`config.mk`:
```
export PLATFORM = sky130hd
export DESIGN_NAME = ewa_tile_sched_flat
export DESIGN_NICKNAME = d
export VERILOG_FILES = /design/src/rtl/ewa_tile_sched_pkg.sv /design/src/rtl/ewa_tile_sched_if.sv /design/src/rtl/ewa_tile_sched.sv /design/src/flat_wrapper.sv
export SDC_FILE = /design/constraint.sdc
export NUM_CORES = 1
export LEC_CHECK = 0
export ABC_AREA = 1
export ABC_CLOCK_PERIOD_IN_PS = 1950
export CAP_MARGIN = 20
export CORE_ASPECT_RATIO = 2
export CORE_MARGIN = 5
export CORE_UTILIZATION = 30
export DETAILED_ROUTE_END_ITERATION = 7
export GPL_TIMING_DRIVEN = 0
export PLACE_DENSITY = 0.6
export SLEW_MARGIN = 10
export SYNTH_ARGS = -nofsm -noshare
export SYNTH_HDL_FRONTEND = slang
export SYNTH_SLANG_ARGS = --single-unit
```
`constraint.sdc`:
```
create_clock -name clk -period 1.95 [get_ports clk]
set_input_delay 0.4875 -clock clk [delete_from_list [all_inputs] [get_ports clk]]
set_output_delay 0.4875 -clock clk [all_outputs]
set_load 0.01 [all_outputs]
```
`src/rtl/ewa_tile_sched_pkg.sv`:
```
// Shared types for the EWA/EWM tile scheduler: array mode codes, FSM states
// and the legal-mode check applied when a pass is launched.
package ewa_sched_pkg;

  localparam logic [2:0] MODE_EWA_VEC = 3'b100;
  localparam logic [2:0] MODE_EWA_MAT = 3'b101;
  localparam logic [2:0] MODE_EWM_MAT = 3'b110;

  typedef enum logic [2:0] {
    S_IDLE,
    S_FETCH,
    S_WAIT_OP,
    S_ISSUE,
    S_WAIT_DONE,
    S_WRITE,
    S_FIN
  } sched_state_t;

  function automatic logic is_ewa_mode(input logic [2:0] mode);
    return (mode == MODE_EWA_VEC) || (mode == MODE_EWA_MAT) || (mode == MODE_EWM_MAT);
  endfunction

endpackage

```
`src/rtl/ewa_tile_sched_if.sv`:
```
// Bundle of the scheduler's control, operand-fetch, array and writeback signals.
// master = scheduler side, slave = layer controller / array / buffer side.
interface ewa_tile_sched_if #(
  parameter int TILE_CNT_W = 5
);
  logic                  start;
  logic [2:0]            cfg_mode;
  logic [TILE_CNT_W-1:0] cfg_num_tiles;
  logic                  busy;
  logic                  done;
  logic                  err_mode;
  logic                  err_timeout;
  logic                  op_rd_en;
  logic [TILE_CNT_W-1:0] op_rd_tile_idx;
  logic                  op_rd_valid;
  logic                  arr_valid_in;
  logic [2:0]            arr_mode;
  logic                  arr_accumulate_en;
  logic                  arr_done_tile;
  logic                  wb_en;
  logic [TILE_CNT_W-1:0] wb_tile_idx;
  logic                  wb_ready;

  modport master (
    input  start, cfg_mode, cfg_num_tiles, op_rd_valid, arr_done_tile, wb_ready,
    output busy, done, err_mode, err_timeout, op_rd_en, op_rd_tile_idx,
           arr_valid_in, arr_mode, arr_accumulate_en, wb_en, wb_tile_idx
  );

  modport slave (
    output start, cfg_mode, cfg_num_tiles, op_rd_valid, arr_done_tile, wb_ready,
    input  busy, done, err_mode, err_timeout, op_rd_en, op_rd_tile_idx,
           arr_valid_in, arr_mode, arr_accumulate_en, wb_en, wb_tile_idx
  );
endinterface

```
`src/rtl/ewa_tile_sched.sv`:
```
// Steps recfg_array through an element-wise pass one tile at a time.
// Define EWA_SCHED_TIMEOUT_EN to add the done_tile watchdog (err_timeout).
module ewa_tile_sched
  import ewa_sched_pkg::*;
#(
  parameter int TILE_SIZE   = 16,
  parameter int D_INNER     = 256,
  parameter int TILE_CNT_W  = 5,
  parameter int TIMEOUT_CYC = 64
) (
  input logic              clk,
  input logic              rst_n,
  ewa_tile_sched_if.master sif
);

  localparam logic [TILE_CNT_W-1:0] MAX_TILES = TILE_CNT_W'(D_INNER / TILE_SIZE);
  localparam logic [TILE_CNT_W-1:0] TILE_ONE  = TILE_CNT_W'(1);

  sched_state_t          state_reg, state_next;
  logic [TILE_CNT_W-1:0] tile_idx_reg, tile_idx_next;
  logic [TILE_CNT_W-1:0] num_tiles_reg, num_tiles_next;
  logic [2:0]            mode_reg, mode_next;
  logic                  err_mode_reg, err_mode_next;
  logic                  timeout_hit;

  logic                  op_rd_en_w;
  logic                  wb_en_w;

  always_ff @(posedge clk or negedge rst_n) begin
    if (!rst_n) begin
      state_reg     <= S_IDLE;
      tile_idx_reg  <= '0;
      num_tiles_reg <= '0;
      mode_reg      <= 3'b000;
      err_mode_reg  <= 1'b0;
    end else begin
      state_reg     <= state_next;
      tile_idx_reg  <= tile_idx_next;
      num_tiles_reg <= num_tiles_next;
      mode_reg      <= mode_next;
      err_mode_reg  <= err_mode_next;
    end
  end

  always_comb begin
    state_next     = state_reg;
    tile_idx_next  = tile_idx_reg;
    num_tiles_next = num_tiles_reg;
    mode_next      = mode_reg;
    err_mode_next  = 1'b0;
    case (state_reg)
      S_IDLE: begin
        if (sif.start) begin
          if (!is_ewa_mode(sif.cfg_mode)) begin
            err_mode_next = 1'b1;
          end else if (sif.cfg_num_tiles == '0) begin
            mode_next  = sif.cfg_mode;
            state_next = S_FIN;
          end else begin
            mode_next      = sif.cfg_mode;
            num_tiles_next = (sif.cfg_num_tiles > MAX_TILES) ? MAX_TILES : sif.cfg_num_tiles;
            tile_idx_next  = '0;
            state_next     = S_FETCH;
          end
        end
      end
      S_FETCH:   state_next = S_WAIT_OP;
      S_WAIT_OP: if (sif.op_rd_valid) state_next = S_ISSUE;
      S_ISSUE:   state_next = S_WAIT_DONE;
      S_WAIT_DONE: begin
        // A done_tile arriving on the watchdog's last cycle still wins.
        if (sif.arr_done_tile) state_next = S_WRITE;
        else if (timeout_hit)  state_next = S_IDLE;
      end
      S_WRITE: begin
        if (sif.wb_ready) begin
          if (tile_idx_reg == num_tiles_reg - TILE_ONE) begin
            state_next = S_FIN;
          end else begin
            tile_idx_next = tile_idx_reg + TILE_ONE;
            state_next    = S_FETCH;
          end
        end
      end
      S_FIN:   state_next = S_IDLE;
      default: state_next = S_IDLE;
    endcase
  end

`ifdef EWA_SCHED_TIMEOUT_EN
  localparam int WD_W = $clog2(TIMEOUT_CYC + 1);

  // wd_cnt_reg holds cycles elapsed since arr_valid_in, so the pulse lands
  // exactly TIMEOUT_CYC cycles after the issue.
  logic [WD_W-1:0] wd_cnt_reg;
  logic            err_timeout_reg;

  always_ff @(posedge clk or negedge rst_n) begin
    if (!rst_n) begin
      wd_cnt_reg      <= '0;
      err_timeout_reg <= 1'b0;
    end else begin
      err_timeout_reg <= timeout_hit;
      if (state_reg == S_ISSUE)          wd_cnt_reg <= WD_W'(1);
      else if (state_reg == S_WAIT_DONE) wd_cnt_reg <= wd_cnt_reg + WD_W'(1);
    end
  end

  assign timeout_hit     = (state_reg == S_WAIT_DONE) && !sif.arr_done_tile &&
                           (wd_cnt_reg == WD_W'(TIMEOUT_CYC - 1));
  assign sif.err_timeout = err_timeout_reg;
`else
  assign timeout_hit     = 1'b0;
  assign sif.err_timeout = 1'b0;
`endif

  assign op_rd_en_w = (state_reg == S_FETCH);
  assign wb_en_w    = (state_reg == S_WRITE);

  assign sif.busy              = (state_reg != S_IDLE) && (state_reg != S_FIN);
  assign sif.done              = (state_reg == S_FIN);
  assign sif.err_mode          = err_mode_reg;
  assign sif.op_rd_en          = op_rd_en_w;
  assign sif.op_rd_tile_idx    = op_rd_en_w ? tile_idx_reg : '0;
  assign sif.arr_valid_in      = (state_reg == S_ISSUE);
  assign sif.arr_mode          = mode_reg;
  assign sif.arr_accumulate_en = 1'b0;
  assign sif.wb_en             = wb_en_w;
  assign sif.wb_tile_idx       = wb_en_w ? tile_idx_reg : '0;

endmodule

```
`src/flat_wrapper.sv`:
```
// flat-port wrapper written by rule: the top's interface ports become plain ports
module ewa_tile_sched_flat import ewa_sched_pkg::*;
#(
  parameter int TILE_SIZE   = 16,
  parameter int D_INNER     = 256,
  parameter int TILE_CNT_W  = 5,
  parameter int TIMEOUT_CYC = 64
)
  (clk, rst_n, sif_start, sif_cfg_mode, sif_cfg_num_tiles, sif_op_rd_valid, sif_arr_done_tile, sif_wb_ready, sif_busy, sif_done, sif_err_mode, sif_err_timeout, sif_op_rd_en, sif_op_rd_tile_idx, sif_arr_valid_in, sif_arr_mode, sif_arr_accumulate_en, sif_wb_en, sif_wb_tile_idx);
  ewa_tile_sched_if #(.TILE_CNT_W(TILE_CNT_W)) sif_i ();
  input logic clk;
  input logic rst_n;
  input wire logic [$bits(sif_i.start)-1:0] sif_start;
  input wire logic [$bits(sif_i.cfg_mode)-1:0] sif_cfg_mode;
  input wire logic [$bits(sif_i.cfg_num_tiles)-1:0] sif_cfg_num_tiles;
  input wire logic [$bits(sif_i.op_rd_valid)-1:0] sif_op_rd_valid;
  input wire logic [$bits(sif_i.arr_done_tile)-1:0] sif_arr_done_tile;
  input wire logic [$bits(sif_i.wb_ready)-1:0] sif_wb_ready;
  output wire logic [$bits(sif_i.busy)-1:0] sif_busy;
  output wire logic [$bits(sif_i.done)-1:0] sif_done;
  output wire logic [$bits(sif_i.err_mode)-1:0] sif_err_mode;
  output wire logic [$bits(sif_i.err_timeout)-1:0] sif_err_timeout;
  output wire logic [$bits(sif_i.op_rd_en)-1:0] sif_op_rd_en;
  output wire logic [$bits(sif_i.op_rd_tile_idx)-1:0] sif_op_rd_tile_idx;
  output wire logic [$bits(sif_i.arr_valid_in)-1:0] sif_arr_valid_in;
  output wire logic [$bits(sif_i.arr_mode)-1:0] sif_arr_mode;
  output wire logic [$bits(sif_i.arr_accumulate_en)-1:0] sif_arr_accumulate_en;
  output wire logic [$bits(sif_i.wb_en)-1:0] sif_wb_en;
  output wire logic [$bits(sif_i.wb_tile_idx)-1:0] sif_wb_tile_idx;
  assign sif_i.start = sif_start;
  assign sif_i.cfg_mode = sif_cfg_mode;
  assign sif_i.cfg_num_tiles = sif_cfg_num_tiles;
  assign sif_i.op_rd_valid = sif_op_rd_valid;
  assign sif_i.arr_done_tile = sif_arr_done_tile;
  assign sif_i.wb_ready = sif_wb_ready;
  assign sif_busy = sif_i.busy;
  assign sif_done = sif_i.done;
  assign sif_err_mode = sif_i.err_mode;
  assign sif_err_timeout = sif_i.err_timeout;
  assign sif_op_rd_en = sif_i.op_rd_en;
  assign sif_op_rd_tile_idx = sif_i.op_rd_tile_idx;
  assign sif_arr_valid_in = sif_i.arr_valid_in;
  assign sif_arr_mode = sif_i.arr_mode;
  assign sif_arr_accumulate_en = sif_i.arr_accumulate_en;
  assign sif_wb_en = sif_i.wb_en;
  assign sif_wb_tile_idx = sif_i.wb_tile_idx;
  ewa_tile_sched #(.TILE_SIZE(TILE_SIZE), .D_INNER(D_INNER), .TILE_CNT_W(TILE_CNT_W), .TIMEOUT_CYC(TIMEOUT_CYC)) u_core (.clk(clk), .rst_n(rst_n), .sif(sif_i));
endmodule
```
# ---- Word level (Yosys, flattened, before mapping)
# Cells that the tools add are included.
dict set report classes {
  addsub 2
  magnitude_cmp 1
  eq_ne 18
  n_mux 20
  bitwise_logic 1
  n_reduce_logical 11
}
# operator count
set ops {}
lappend ops {{2-to-1 mux 5 bit} 8}
lappend ops {{2-to-1 mux 3 bit} 7}
lappend ops {{== test 3 bit, second input constant} 6}
lappend ops {{case mux 3 bit (6 select lines)} 1}
lappend ops {{!= test 2 bit, second input constant} 6}
lappend ops {{case mux 5 bit (2 select lines)} 1}
lappend ops {{== test 3 x 2 -> 1 bit, second input constant} 2}
lappend ops {{AND reduction 6 bit} 1}
lappend ops {{adder 5 x 1 -> 5 bit, second input constant} 1}
lappend ops {{== test 5 bit} 1}
lappend ops {{> comparator 5 bit, second input constant} 1}
lappend ops {{zero test 5 bit} 1}
lappend ops {{AND reduction 5 bit} 1}
lappend ops {{subtractor 5 x 1 -> 5 bit, second input constant} 1}
lappend ops {{AND reduction 4 bit} 1}
lappend ops {{== test 3 x 1 -> 1 bit, second input constant} 1}
lappend ops {{zero test 3 bit} 1}
lappend ops {{2-to-1 mux 1 bit} 3}
lappend ops {{!= test 3 bit, second input constant} 1}
lappend ops {{AND reduction 3 bit} 1}
lappend ops {{nonzero test 3 bit} 1}
lappend ops {{logical OR 1 bit} 2}
lappend ops {{!= test 2 x 1 -> 1 bit, second input constant} 1}
lappend ops {{nonzero test 2 bit} 1}
lappend ops {{other kinds (2)} 2}
dict set report word_totals {
  ff_bits 17
  out_inout_bits 21
}

# ---- Logic depth before layout (Yosys ltp)
dict set report logic_depth {
  ltp_word 6
  ltp_mapped 13
  ltp_nobuf 13
}

# ---- Worst setup path after synthesis
# No wires, ideal clock.
dict set report synth_path {
  path_type {flip-flop to output port}
  from {register u_core.state_reg[2]}
  to {output sif_op_rd_tile_idx[0]}
  arrival_time_ns 1.258
  required_ns 1.462
  path_slack_ns 0.205
  stages_incl_launch_ff 5
  n_path_buf 1
  path_cell_list {dfrtp_1 > buf_4 > nor3_1 > inv_1 > nor2_1}
}
dict set report synth_between {
  elab_chain_len 2
}
# element line
set synth_lines {}
lappend synth_lines {{start: declaration} ewa_tile_sched.sv:19} ;# sched_state_t state_reg, state_next;
lappend synth_lines {{start signal: assignment} ewa_tile_sched.sv:37} ;# state_reg <= state_next;
lappend synth_lines {{== test 3 x 1 -> 1 bit} ewa_tile_sched.sv:117} ;# assign op_rd_en_w = (state_reg == S_FETCH);
lappend synth_lines {{net sif_op_rd_en} flat_wrapper.sv:23} ;# output wire logic [$bits(sif_i.op_rd_en)-1:0] sif_op_rd_en;
lappend synth_lines {{2-to-1 mux 5 bit} ewa_tile_sched.sv:124} ;# assign sif.op_rd_tile_idx = op_rd_en_w ? tile_idx_reg : '0;
lappend synth_lines {{end: declaration} flat_wrapper.sv:24} ;# output wire logic [$bits(sif_i.op_rd_tile_idx)-1:0] sif_op_rd_tile_idx;
# The timed path passes the listed nets, and every way through them passes these cells.

# ---- Final worst setup path
dict set report layout_path {
  from {register u_core.state_reg[1]}
  to {output sif_wb_tile_idx[3]}
}
dict set report layout_between {
  elab_chain_len 2
}
# element line
set layout_lines {}
lappend layout_lines {{== test 3 bit} ewa_tile_sched.sv:118} ;# assign wb_en_w = (state_reg == S_WRITE);
lappend layout_lines {{2-to-1 mux 5 bit} ewa_tile_sched.sv:129} ;# assign sif.wb_tile_idx = wb_en_w ? tile_idx_reg : '0;
lappend layout_lines {{end: declaration} flat_wrapper.sv:29} ;# output wire logic [$bits(sif_i.wb_tile_idx)-1:0] sif_wb_tile_idx;
# No other way between the ends.

==> metrics.yaml <==
synth:
  syn_area_per_cell_um2: 6.774
  synth_xor_area_share_pct: 1.429
  netlist_top_cells_area: "dfrtp_1 (35%), nand2_1 (17%), nor2_1 (8.0%)"
  yosys.cell_types.count: 29
  synth-seq-cells: 17
  yosys.area_share.simple_pct: 44.08
  synth.top_cells.by_count: "nand2_1 (57), nor2_1 (26), inv_1 (18)"
  async_reset_ff_share_pct: 100.0
  muxShareOfSynthArea_pct: 0
  postSynthCellCount: 181
  synth_top_family_by_area: "simple AND/OR/NAND/NOR gates"
  synth-compound-area-share_pct: 7.245
  synth_edf_count: 0
  synth-adder-area-share_pct: 2.041
  ys_warn_count: 0
  yosysTopAreaCell: "dfrtp_1"
  synthFlopType: "dfrtp_1"
  synth_top_area_share_pct: 34.69
  synth-seq-area-share_pct: 34.69
  syn_area_um2: 1226
  synth_most_common_cell: "nand2_1"
global_routing:
  grt_pass1_vias: 1222
  grt_antenna_before_repair: 0
  grt_pass1_wl_um: 5306
  grt.overflow.total: 0
  grt.total_usage_pct: 11.98
  grt_max_degree: 18
die:
  die-area_um2: 5543
  die_h_um: 100.4
  std_cell_rows: 33
  fp.dieW_um: 55.21
  initial_utilization_pct: 30.30
  core_area_um2: 4046
  ios: 35
clocking:
  ctsHtreeMaxLevel: 1
  max-clock-path-buffers: 2
  holdBufCountCts: 0
  clkLatencyLatePin_ns: 0.25
  cts_sinks: 17
  cts_root_buf: "clkbuf_8"
  cts.reportedPaths.clkPinSlew_ns: 0.07
  cts_tree: "built"
  cts_buffers: 3
timing:
  hold_viol: 0
  max_slew_margin_pct: 48.26
  tightest_slew_ns: 0.7736
  post-route-min-period_ns: 1.875
  finalCritPeriodShare_pct: 96.17
  drv_slew: 0
  fin_setup_tns_ns: 0
  setup_violations: 0
  whs_ns: 0.4734
  clock.fmax_mhz: 533.2
  finalClockSkew_ns: 0.003283
critical_path:
  cp_max_fo: 10
  critPathKind: "register to output pin"
  start_kind: "register"
  worstPathRequired_ns: 1.46
  endpoint_kind: "output pin"
  crit_arrival_ns: 1.39
pwr:
  ir_drop_mv: 0.7353
  total_power_mw: 1.961
  power.density_nw_per_um2: 1193
  p_leak_nw: 0.8421
run_status:
  outcome: "completed"
place:
  dpl.hpwl_um: 2567
  gp_congestion: 0.8940
  io_buffers: 32
routing:
  drtIter0Drc: 10
  via_per_inst: 4.506
  wl_per_cell_um: 11.55
  via_count: 1221
  dr.pass1.iters: 4
  drt-total-wl_um: 3129
  drc: 0
  ant_nets: 0
min_path:
  hold_path_class: "register to register"
cells_and_area:
  fin_util_pct: 40.63
  layout-drive-gt1-share_pct: 21.00
  n_antenna_cell: 0
  area_delta_synth_final_pct: 34.08
  final_nets: 236
flow_run:
  cap_violations: 0
-- final cells by class --
type	instances	area [µm²]
Tap cell	52	65.06
Buffer	4	37.54
Clock inverter	1	5.005
Multi-Input combinational cell	135	695.7
Inverter	26	97.59
Clock buffer	3	41.29
Fill cell	496	2402
Sequential cell	17	426.7
Timing Repair Buffer	33	275.3
-- kinds of logic after synthesis --
family          after synthesis
compound gates               13
xor+xnor                      2
fa+ha+maj                     2
buf+inv                      30
flops                        17
other cells                   1
simple gates                116
-- power breakdown --
part           leakage [nW]  internal, mW  switching [mW]  total (mW)
Combinational         0.602         0.443           0.713        1.16
Clock                0.0255         0.142           0.120       0.261
Sequential            0.214         0.463          0.0798       0.543
Total                 0.842          1.05           0.913        1.96
-- timing repair --
| item | 4_1_cts | 5_1_grt |
|---|---|---|
| endpoints found under the hold margin | 0 | 0 |
| pin swaps | 1 | 1 |
| resized for setup | 22 | 20 |
| setup endpoints to repair | 15 | 10 |
| buffers inserted | 0 | 1 |
-- through the flow --
stage	std cells	cell area, µm²	setup WS (ns)
6_report	271	1644	0.07467
3_5_place_dp	266	1615	-0.2504
2_1_floorplan	182	1230	0.2049
5_1_grt	271	1644	-0.001629
3_3_place_gp	266	1615	-0.2836
4_1_cts	270	1664	0.01070
-- path summary, 6_finish.rpt --
path,depth (start not counted),from,to,slack [ns]
min reg2reg,1,u_core.sif.arr_mode[2],u_core.sif.arr_mode[2],0.47
min,1,u_core.sif.arr_mode[2],u_core.sif.arr_mode[2],0.47
min in group asynchronous,1,rst_n,u_core.num_tiles_reg[1],0.69
max in group asynchronous,1,rst_n,u_core.state_reg[1],0.72
max reg2reg,12,u_core.num_tiles_reg[0],u_core.tile_idx_reg[2],0.30
max,5,u_core.state_reg[1],sif_wb_tile_idx[3],0.07
-- metal layers --
metal,track usage (%),vias up,share of wire (%)
met5,0,-,0
met4,6.367,0,2.6
met3,1.416,6,2.4
met2,24.36,29,58
met1,11.09,555,37
li1,-,631,-
-- cell usage in the layout, fill, tap and decap left out, types with 2 or more instances in the layout --
master           instances
nand2_1                 57
inv_2                    9
nand2_4                  2
nor2_2                   2
and2_1                   2
buf_6                    2
clkdlybuf4s50_1         17
nor3_2                   2
nor2_4                   2
a21oi_1                  6
buf_4                    3
conb_1                   2
nand2_2                  4
clkbuf_2                 8
nand3_1                  9
xor2_1                   2
inv_1                   17
dlygate4sd2_1            6
nor2_1                  26
or2_1                    2
o21ai_0                  3
ha_1                     2
clkbuf_8                 3
nor3_1                   3
dfrtp_1                 16
-- critical path, stage by stage, from the launching register on --
cell and delay [ns]:
dfrtp_2 0.43, inv_2 0.10, nand3_2 0.10, buf_6 0.16
nor2_1 0.08, dlygate4sd2_1 0.27
Power figures use the tool's default switching activity.
